===== config.mk =====
export PLATFORM = sky130hd
export DESIGN_NAME = frame_loader
export DESIGN_NICKNAME = d
export VERILOG_FILES = /design/src/rtl/frame_loader.sv
export SDC_FILE = /design/constraint.sdc
export NUM_CORES = 1
export LEC_CHECK = 0
export BUFFER_PORTS_ARGS = -buffer_cell sky130_fd_sc_hd__buf_2
export CORE_ASPECT_RATIO = 0.5
export CORE_UTILIZATION = 60
export CTS_CLUSTER_DIAMETER = 100
export DETAILED_ROUTE_END_ITERATION = 7
export GPL_ROUTABILITY_DRIVEN = 1
export HOLD_SLACK_MARGIN = 0.02
export PLACE_DENSITY = 0.84
export SYNTH_ARGS = -nofsm -noshare
export SYNTH_HDL_FRONTEND = slang
export SYNTH_SLANG_ARGS = --single-unit

===== constraint.sdc =====
create_clock -name clk -period 4.77 [get_ports clk]
set_clock_uncertainty 0.1 [all_clocks]
set_input_delay 0.477 -clock clk [delete_from_list [all_inputs] [get_ports clk]]
set_output_delay 0.477 -clock clk [all_outputs]
set_load 0.05 [all_outputs]

===== src/rtl/frame_loader.sv =====
// rtl/frame_loader.sv - byte-stream frame collector with four-phase hand-off to stage 2
module frame_loader #(
  parameter int N_BYTES     = 192,
  parameter int ADDR_W      = 8,
  parameter int TIMEOUT_CYC = 100000
) (
  input  logic              clk,
  input  logic              reset,
  input  logic [7:0]        rx_data,
  input  logic              rx_valid,
  input  logic              data_rdy,
  output logic              we_b,
  output logic [ADDR_W-1:0] dir_B,
  output logic [7:0]        din_B,
  output logic              data_done,
  output logic              busy,
  output logic              overrun,
  output logic              frame_err
);

  localparam int TMO_W = $clog2(TIMEOUT_CYC);
  // Abort fires on the edge where the idle count would reach TIMEOUT_CYC-1,
  // so frame_err lands exactly TIMEOUT_CYC cycles after the last strobe.
  localparam logic [TMO_W-1:0]  TMO_FIRE  = TMO_W'(TIMEOUT_CYC - 2);
  localparam logic [TMO_W-1:0]  TMO_SAT   = TMO_W'(TIMEOUT_CYC - 1);
  localparam logic [ADDR_W-1:0] LAST_ADDR = ADDR_W'(N_BYTES - 1);

  typedef enum logic [1:0] {S_IDLE, S_LOAD, S_DONE, S_RELEASE} state_t;

  state_t            state_q;
  logic [ADDR_W-1:0] cnt_q, cnt_d;
  logic [TMO_W-1:0]  tmo_q, tmo_d;
  logic              last_byte, tmo_hit;

  logic              we_q, data_done_q, busy_q, overrun_q, frame_err_q;
  logic [ADDR_W-1:0] dir_q;
  logic [7:0]        din_q;

  // Next-value helpers: saturating idle count and a byte index that never wraps
  always_comb begin
    tmo_d     = (tmo_q == TMO_SAT) ? tmo_q : tmo_q + TMO_W'(1);
    last_byte = (cnt_q == LAST_ADDR);
    cnt_d     = last_byte ? cnt_q : cnt_q + ADDR_W'(1);
    tmo_hit   = (tmo_q == TMO_FIRE);
  end

  // Control FSM; every output is a register updated here
  always_ff @(posedge clk or posedge reset) begin
    if (reset) begin
      state_q     <= S_IDLE;
      cnt_q       <= '0;
      tmo_q       <= '0;
      we_q        <= 1'b0;
      dir_q       <= '0;
      din_q       <= '0;
      data_done_q <= 1'b0;
      busy_q      <= 1'b0;
      overrun_q   <= 1'b0;
      frame_err_q <= 1'b0;
    end else begin
      we_q        <= 1'b0;
      frame_err_q <= 1'b0;
      case (state_q)
        S_IDLE: begin
          tmo_q <= '0;
          if (rx_valid) begin
            we_q      <= 1'b1;
            dir_q     <= '0;
            din_q     <= rx_data;
            overrun_q <= 1'b0;
            busy_q    <= 1'b1;
            if (N_BYTES == 1) begin
              cnt_q   <= '0;
              state_q <= S_DONE;
            end else begin
              cnt_q   <= ADDR_W'(1);
              state_q <= S_LOAD;
            end
          end
        end
        S_LOAD: begin
          if (rx_valid) begin
            we_q  <= 1'b1;
            dir_q <= cnt_q;
            din_q <= rx_data;
            tmo_q <= '0;
            cnt_q <= cnt_d;
            if (last_byte) begin
              state_q <= S_DONE;
            end
          end else if (tmo_hit) begin
            // Truncated frame: drop back to IDLE, leave the buffer untouched
            frame_err_q <= 1'b1;
            cnt_q       <= '0;
            tmo_q       <= '0;
            busy_q      <= 1'b0;
            state_q     <= S_IDLE;
          end else begin
            tmo_q <= tmo_d;
          end
        end
        S_DONE: begin
          if (rx_valid) begin
            overrun_q <= 1'b1;
          end
          // Only an acknowledge seen while data_done is already up counts
          if (data_done_q && data_rdy) begin
            data_done_q <= 1'b0;
            state_q     <= S_RELEASE;
          end else begin
            data_done_q <= 1'b1;
          end
        end
        S_RELEASE: begin
          if (rx_valid) begin
            overrun_q <= 1'b1;
          end
          if (!data_rdy) begin
            cnt_q   <= '0;
            busy_q  <= 1'b0;
            state_q <= S_IDLE;
          end
        end
        default: state_q <= S_IDLE;
      endcase
    end
  end

  assign we_b      = we_q;
  assign dir_B     = dir_q;
  assign din_B     = din_q;
  assign data_done = data_done_q;
  assign busy      = busy_q;
  assign overrun   = overrun_q;
  assign frame_err = frame_err_q;

endmodule

## After elaboration in Yosys (flattened, before gate mapping)

Cells that the tools add are included.

- Output and inout port bits: 21
- Logic and storage cells: 76
- Register bits: 48
- Input port bits: 12

- Multiplexer cells: 33
- Reductions and logical operators: 14
- Equality and inequality tests: 17
- $add $sub $neg: 2

Operators by type and width:

| operator | count |
|---|---|
| 8-bit two-way mux | 7 |
| 17-bit two-way mux | 3 |
| 17-bit == test, second input constant | 2 |
| 17-bit one-hot mux with 2 select lines | 1 |
| 8-bit one-hot mux with 3 select lines | 1 |
| 17-bit by 1-bit adder with 17-bit output, second input constant | 1 |
| 8-bit one-hot mux with 2 select lines | 1 |
| 5-bit AND reduction | 3 |
| 2-bit two-way mux | 6 |
| 2-bit inequality test, second input constant | 6 |
| 1-bit two-way mux | 11 |
| 3-bit inequality test, second input constant | 3 |
| 8-bit by 1-bit adder with 8-bit output, second input constant | 1 |
| 8-bit == test, second input constant | 1 |
| 2-bit one-hot mux with 4 select lines | 1 |
| 3-bit AND reduction | 2 |
| 2-bit == test, second input constant | 2 |
| 4-bit inequality test, second input constant | 1 |
| 2-bit AND reduction | 2 |
| 2-bit nonzero test | 2 |
| 2-bit OR reduction | 2 |
| 1-bit one-hot mux with 3 select lines | 1 |
| 3-bit nonzero test | 1 |
| 2-bit by 1-bit == test with 1-bit output, second input constant | 1 |
| 4 further kinds | 4 |

## Logic depth before layout (Yosys ltp)

- Word-level depth: 5
- Mapped depth: 8
- Depth with buffers taken out: 7

## Least setup slack after synthesis

OpenSTA, ideal clock, no wires.

- Path kind: register to register
- From: reg tmo_q[14]
- To: reg cnt_q[0]
- Period minus slack after synthesis: 2.025 ns
- Setup slack: 2.745 ns
- Stages on the path, launching flop included: 6
- Setup time: 0.125 ns
- Arrival: 1.800 ns
- Path buffers: 1
- Data required time: 4.545 ns
- Cell sequence: dfrtp_1 or4_4 nor4_4 buf_6 o211ai_4 mux2_4

- Longest elaborated chain between the ends: 3

RTL lines:

| item | line | text |
|---|---|---|
| start, declared | 32 | `logic [TMO_W-1:0] tmo_q, tmo_d;` |
| start signal, assigned | 99 | `tmo_q <= tmo_d;` |
| 17-bit == test | 44 | `tmo_hit = (tmo_q == TMO_FIRE);` |
| 3-bit inequality test (no source line) | -- |  |
| 5-bit AND reduction (no source line) | -- |  |
| end signal, assigned | 87 | `cnt_q <= cnt_d;` |
| end, declared | 31 | `logic [ADDR_W-1:0] cnt_q, cnt_d;` |

Every way passes these cells.
A chain may end at the register's enable or synchronous reset.

## Worst setup path in the final report

- From: reg tmo_q[14]
- To: reg tmo_q[13]

- Longest elaborated chain between the ends: 4
- Elaborated cells on any way between the ends: 7
- Classes of those cells: eq/ne: 3; mux: 3; reduce/logical: 1

RTL lines:

| item | line | text |
|---|---|---|
| 17-bit == test | 44 |  |
| 17-bit two-way mux | 91 | `end else if (tmo_hit) begin` |
| 17-bit two-way mux | 82 | `if (rx_valid) begin` |
| 17-bit one-hot mux with 2 select lines | 63 | `case (state_q)` |

Several ways; a longest one is shown, not always the timed one.

==> metrics.md <==
| Metric | Value |
|---|---|
| Fin crit share | `between 50% and 60%` |
| Worst Max-Slew Pin Slew | `0.9845 ns` |
| Post-route cell area | `between 2000 and 3000 µm²` |
| Cells resized by post-CTS repair | `0` |
| Switching Fraction | `32.82%` |
| Total GRT Usage | `26.16%` |
| Synth Instances | `252` |
| CP Buf/Inv Count | `0` |
| Tightest Hold Check Type | `in -> reg` |
| Nets | `296` |
| Vias per std cell | `6.057` |
| Largest cells by area after synthesis | `dfrtp_1 (50%), nand2_1 (7.1%), o21ai_0 (5.3%), a22o_1 (2.9%), a21oi_1 (2.5%)` |
| Yosys warnings | `0` |
| WP data arrival | `2.51 ns` |
| Detailed-route DRC error count | `0` |
| WL/cell | `15.43 µm` |
| DR pass1 iterations | `5` |
| First-pass GRT wire length | `8459 µm` |
| CTS buffer count | `5` |
| Worst slew margin | `roughly a third` |
| Max_cap viols | `0` |
| CP Capture Type | `flop` |
| Run status | `finished clean` |
| Total number of vias | `2017` |
| Share of cells above drive strength 1 | `19.15%` |
| Vias in the first global route | `1840` |
| Cell Area, Placed | `2551 µm²` |
| Setup bufs post-CTS | `0` |
| Clk sinks | `48` |
| Final setup fails | `0` |
| Number of synthesized flops with an enable pin | `0` |
| Synthesized area | `2381 µm²` |
| Syn avg cell area | `9.449 µm²` |
| Final WL | `5138 µm` |
| Final core utilization | `74.17%` |
| Tot Pwr | `0.9994 mW` |
| DRT iter0 DRCs | `about 170` |
| CTS tree | `built` |
| Post-synthesis async set-or-reset flop share | `100.0%` |
| Initial cell density of the core | `66.08%` |
| Clock-pin slew on the worst setup and hold paths | `0.09 ns` |
| Ant diodes | `0` |
| Area grow syn2layout | `12.24%` |
| Crit path largest cell delay | `0.67 ns` |
| Dpl cells | `325` |
| Placer Congestion | `0.8706` |
| Post-Syn Nets | `267` |
| CTS root buf | `clkbuf_8` |
| Fin. Hold Viols | `0` |
| Worst Setup Slack, final | `2.346 ns` |
| GRT overflow | `0` |
| Pint | `0.6714 mW` |
| # fillers | `256` |
| Register bit total from synthesis | `48` |
| Slew Limit Fails | `0` |
| Die Wd | `approximately 91 µm` |
| Top fanout value on the critical path | `11` |
| Antenna violations before repair | `0` |
| Top_reg_cell synth | `dfrtp_1` |
| Dpl ws | `roughly 2.4 ns` |
| VDD IR max | `about 0.00016 V` |
| Critical path, cell by cell | `or4_4, nor4_4, nor2_2, a21oi_1, o21ai_0` |
| ANT nets after route | `0` |
| I/O Buffers | `32` |
| Worst setup SP type | `flop` |
| NetSw | `0.3280 mW` |
| RSZ-0062 raised after global routing | `no` |
| Sequential power share | `48.0%` |
| Required @ worst endpoint | `about 5 ns` |
| Pwr dens | `374.0 nW/µm²` |
| Cell with the most instances after synthesis | `dfrtp_1` |
| CP top delay family | `simple AND/OR/NAND/NOR gates` |
| Die footprint | `4240 µm²` |
| Highest Clock Rate | `0.4126 GHz` |
| Leak | `~1.2 nW` |
| Clock Latency Late Sink | `0.31 ns` |
| Post-route minimum period | `~2.4 ns` |
| Most instantiated cells after synthesis | `dfrtp_1 (48), nand2_1 (45), o21ai_0 (25)` |
| Hold-fix buffers, CTS | `0` |
| CTS max path bufs | `2` |
| Top cell type's share of synthesized area | `50.45%` |
| Core footprint | `between 3000 and 4000 µm²` |
| CP Class | `reg -> reg` |
| Std cell rows | `15` |
| Ports | `33` |
| Cell variety after synth | `48` |
| Yosys top cell by area | `dfrtp_1` |
| Post-synthesis sequential area ratio | `50.45%` |
| Final Non-Filler Cells | `333` |
| Gate power share | `20.6%` |
| H-tree depth | `2` |
| Hold Slack | `0.2564 ns` |
| Setup TNS | `0 ns` |
| Slowest-stage cell, CP | `nor4_4` |
| Largest net degree at the start of global routing | `49` |
| Height of the die | `between 40 and 50 µm` |
| Clock network fraction of total power | `31.4%` |
| Dpl hpwl | `roughly 3500 µm` |
==> final cells by class <==
class	instances	area [µm²]	area share, %
clock buffers	6	82.58	3.090
clock inverters	2	38.79	1.451
inverters	10	37.54	1.404
multi-input cells	184	1089	40.73
flip-flops and latches	48	1201	44.94
well taps	51	63.81	2.388
repair buffers	32	160.2	5.993
==> worst register-to-register path: cells and delay by family (launching register included) <==
kind	cells	cell delay [ns]
AND/OR/NAND/NOR	3	1.49
flip-flops	1	0.42
AO/OA/AOI/OAI	2	0.30
==> path summary, 6_finish.rpt <==
| check | depth (start not counted) | slack (ns) | from | endpoint |
|---|---|---|---|---|
| min in group asynchronous | 2 | 0.29 | reset | asynchronous set/reset pin |
| setup reg to reg | 5 | 2.35 | tmo_q[14]$_DFFE_PP0P_ | tmo_q[13]$_DFFE_PP0P_ |
| hold / removal | 3 | 0.26 | rx_data[3] | din_B[3]$_DFFE_PP0P_ |
| setup / recovery | 5 | 2.35 | tmo_q[14]$_DFFE_PP0P_ | tmo_q[13]$_DFFE_PP0P_ |
| hold reg to reg | 2 | 0.38 | din_B[3]$_DFFE_PP0P_ | din_B[3]$_DFFE_PP0P_ |
| max in group asynchronous | 2 | 3.66 | reset | tmo_q[16]$_DFFE_PP0P_ |
==> metal layers <==
layer / global-route usage [%] / up-vias / share of wire [%]
met5: 0 / - / 0
met3: 6.106 / 9 / 6.4
li1: - / 973 / -
met4: 8.571 / 0 / 1.4
met2: 45.30 / 78 / 46
met1: 33.75 / 957 / 46
==> placed cells by master, fill, tap and decap left out, types with 4 or more instances in the layout <==
cell / netlist / final
nand3_1: 11 / 11
nor2_1: 13 / 13
nand2_1: 45 / 45
nor3_1: 8 / 8
buf_2: 1 / 32
clkbuf_8: 0 / 6
o21ai_0: 25 / 25
a21oi_1: 12 / 12
a31oi_1: 4 / 4
dfrtp_1: 48 / 48
or3_1: 5 / 5
inv_1: 10 / 9
a22o_1: 8 / 8
==> registers in the layout (all words and copies together) (netlist names), named ones only <==
name / cells
cnt_q: 8
data_done: 1
din_B: 8
we_b: 1
busy: 1
dir_B: 8
frame_err: 1
overrun: 1
tmo_q: 17
state_q: 1
==> power groups by stage <==
stage,Sequential (mW),Combinational [mW],Clock [mW]
floorplan,0.543,0.0942,0
global placement,0.483,0.198,0
detailed placement,0.486,0.205,0
CTS,0.478,0.208,0.315
global route,0.485,0.223,0.331
finish,0.479,0.206,0.314
==> kinds of logic (layout without fill, tap and decap cells) <==
logic type | after synthesis | count (layout) | share of synthesized area (%)
mux | 2 | 2 | 1.051
flops | 48 | 48 | 50.45
buf+inv | 20 | 50 | 3.836
simple gates | 111 | 111 | 24.54
compound gates | 68 | 68 | 18.55
fa+ha+maj | 3 | 3 | 1.577
Power figures use the tool's default switching activity.
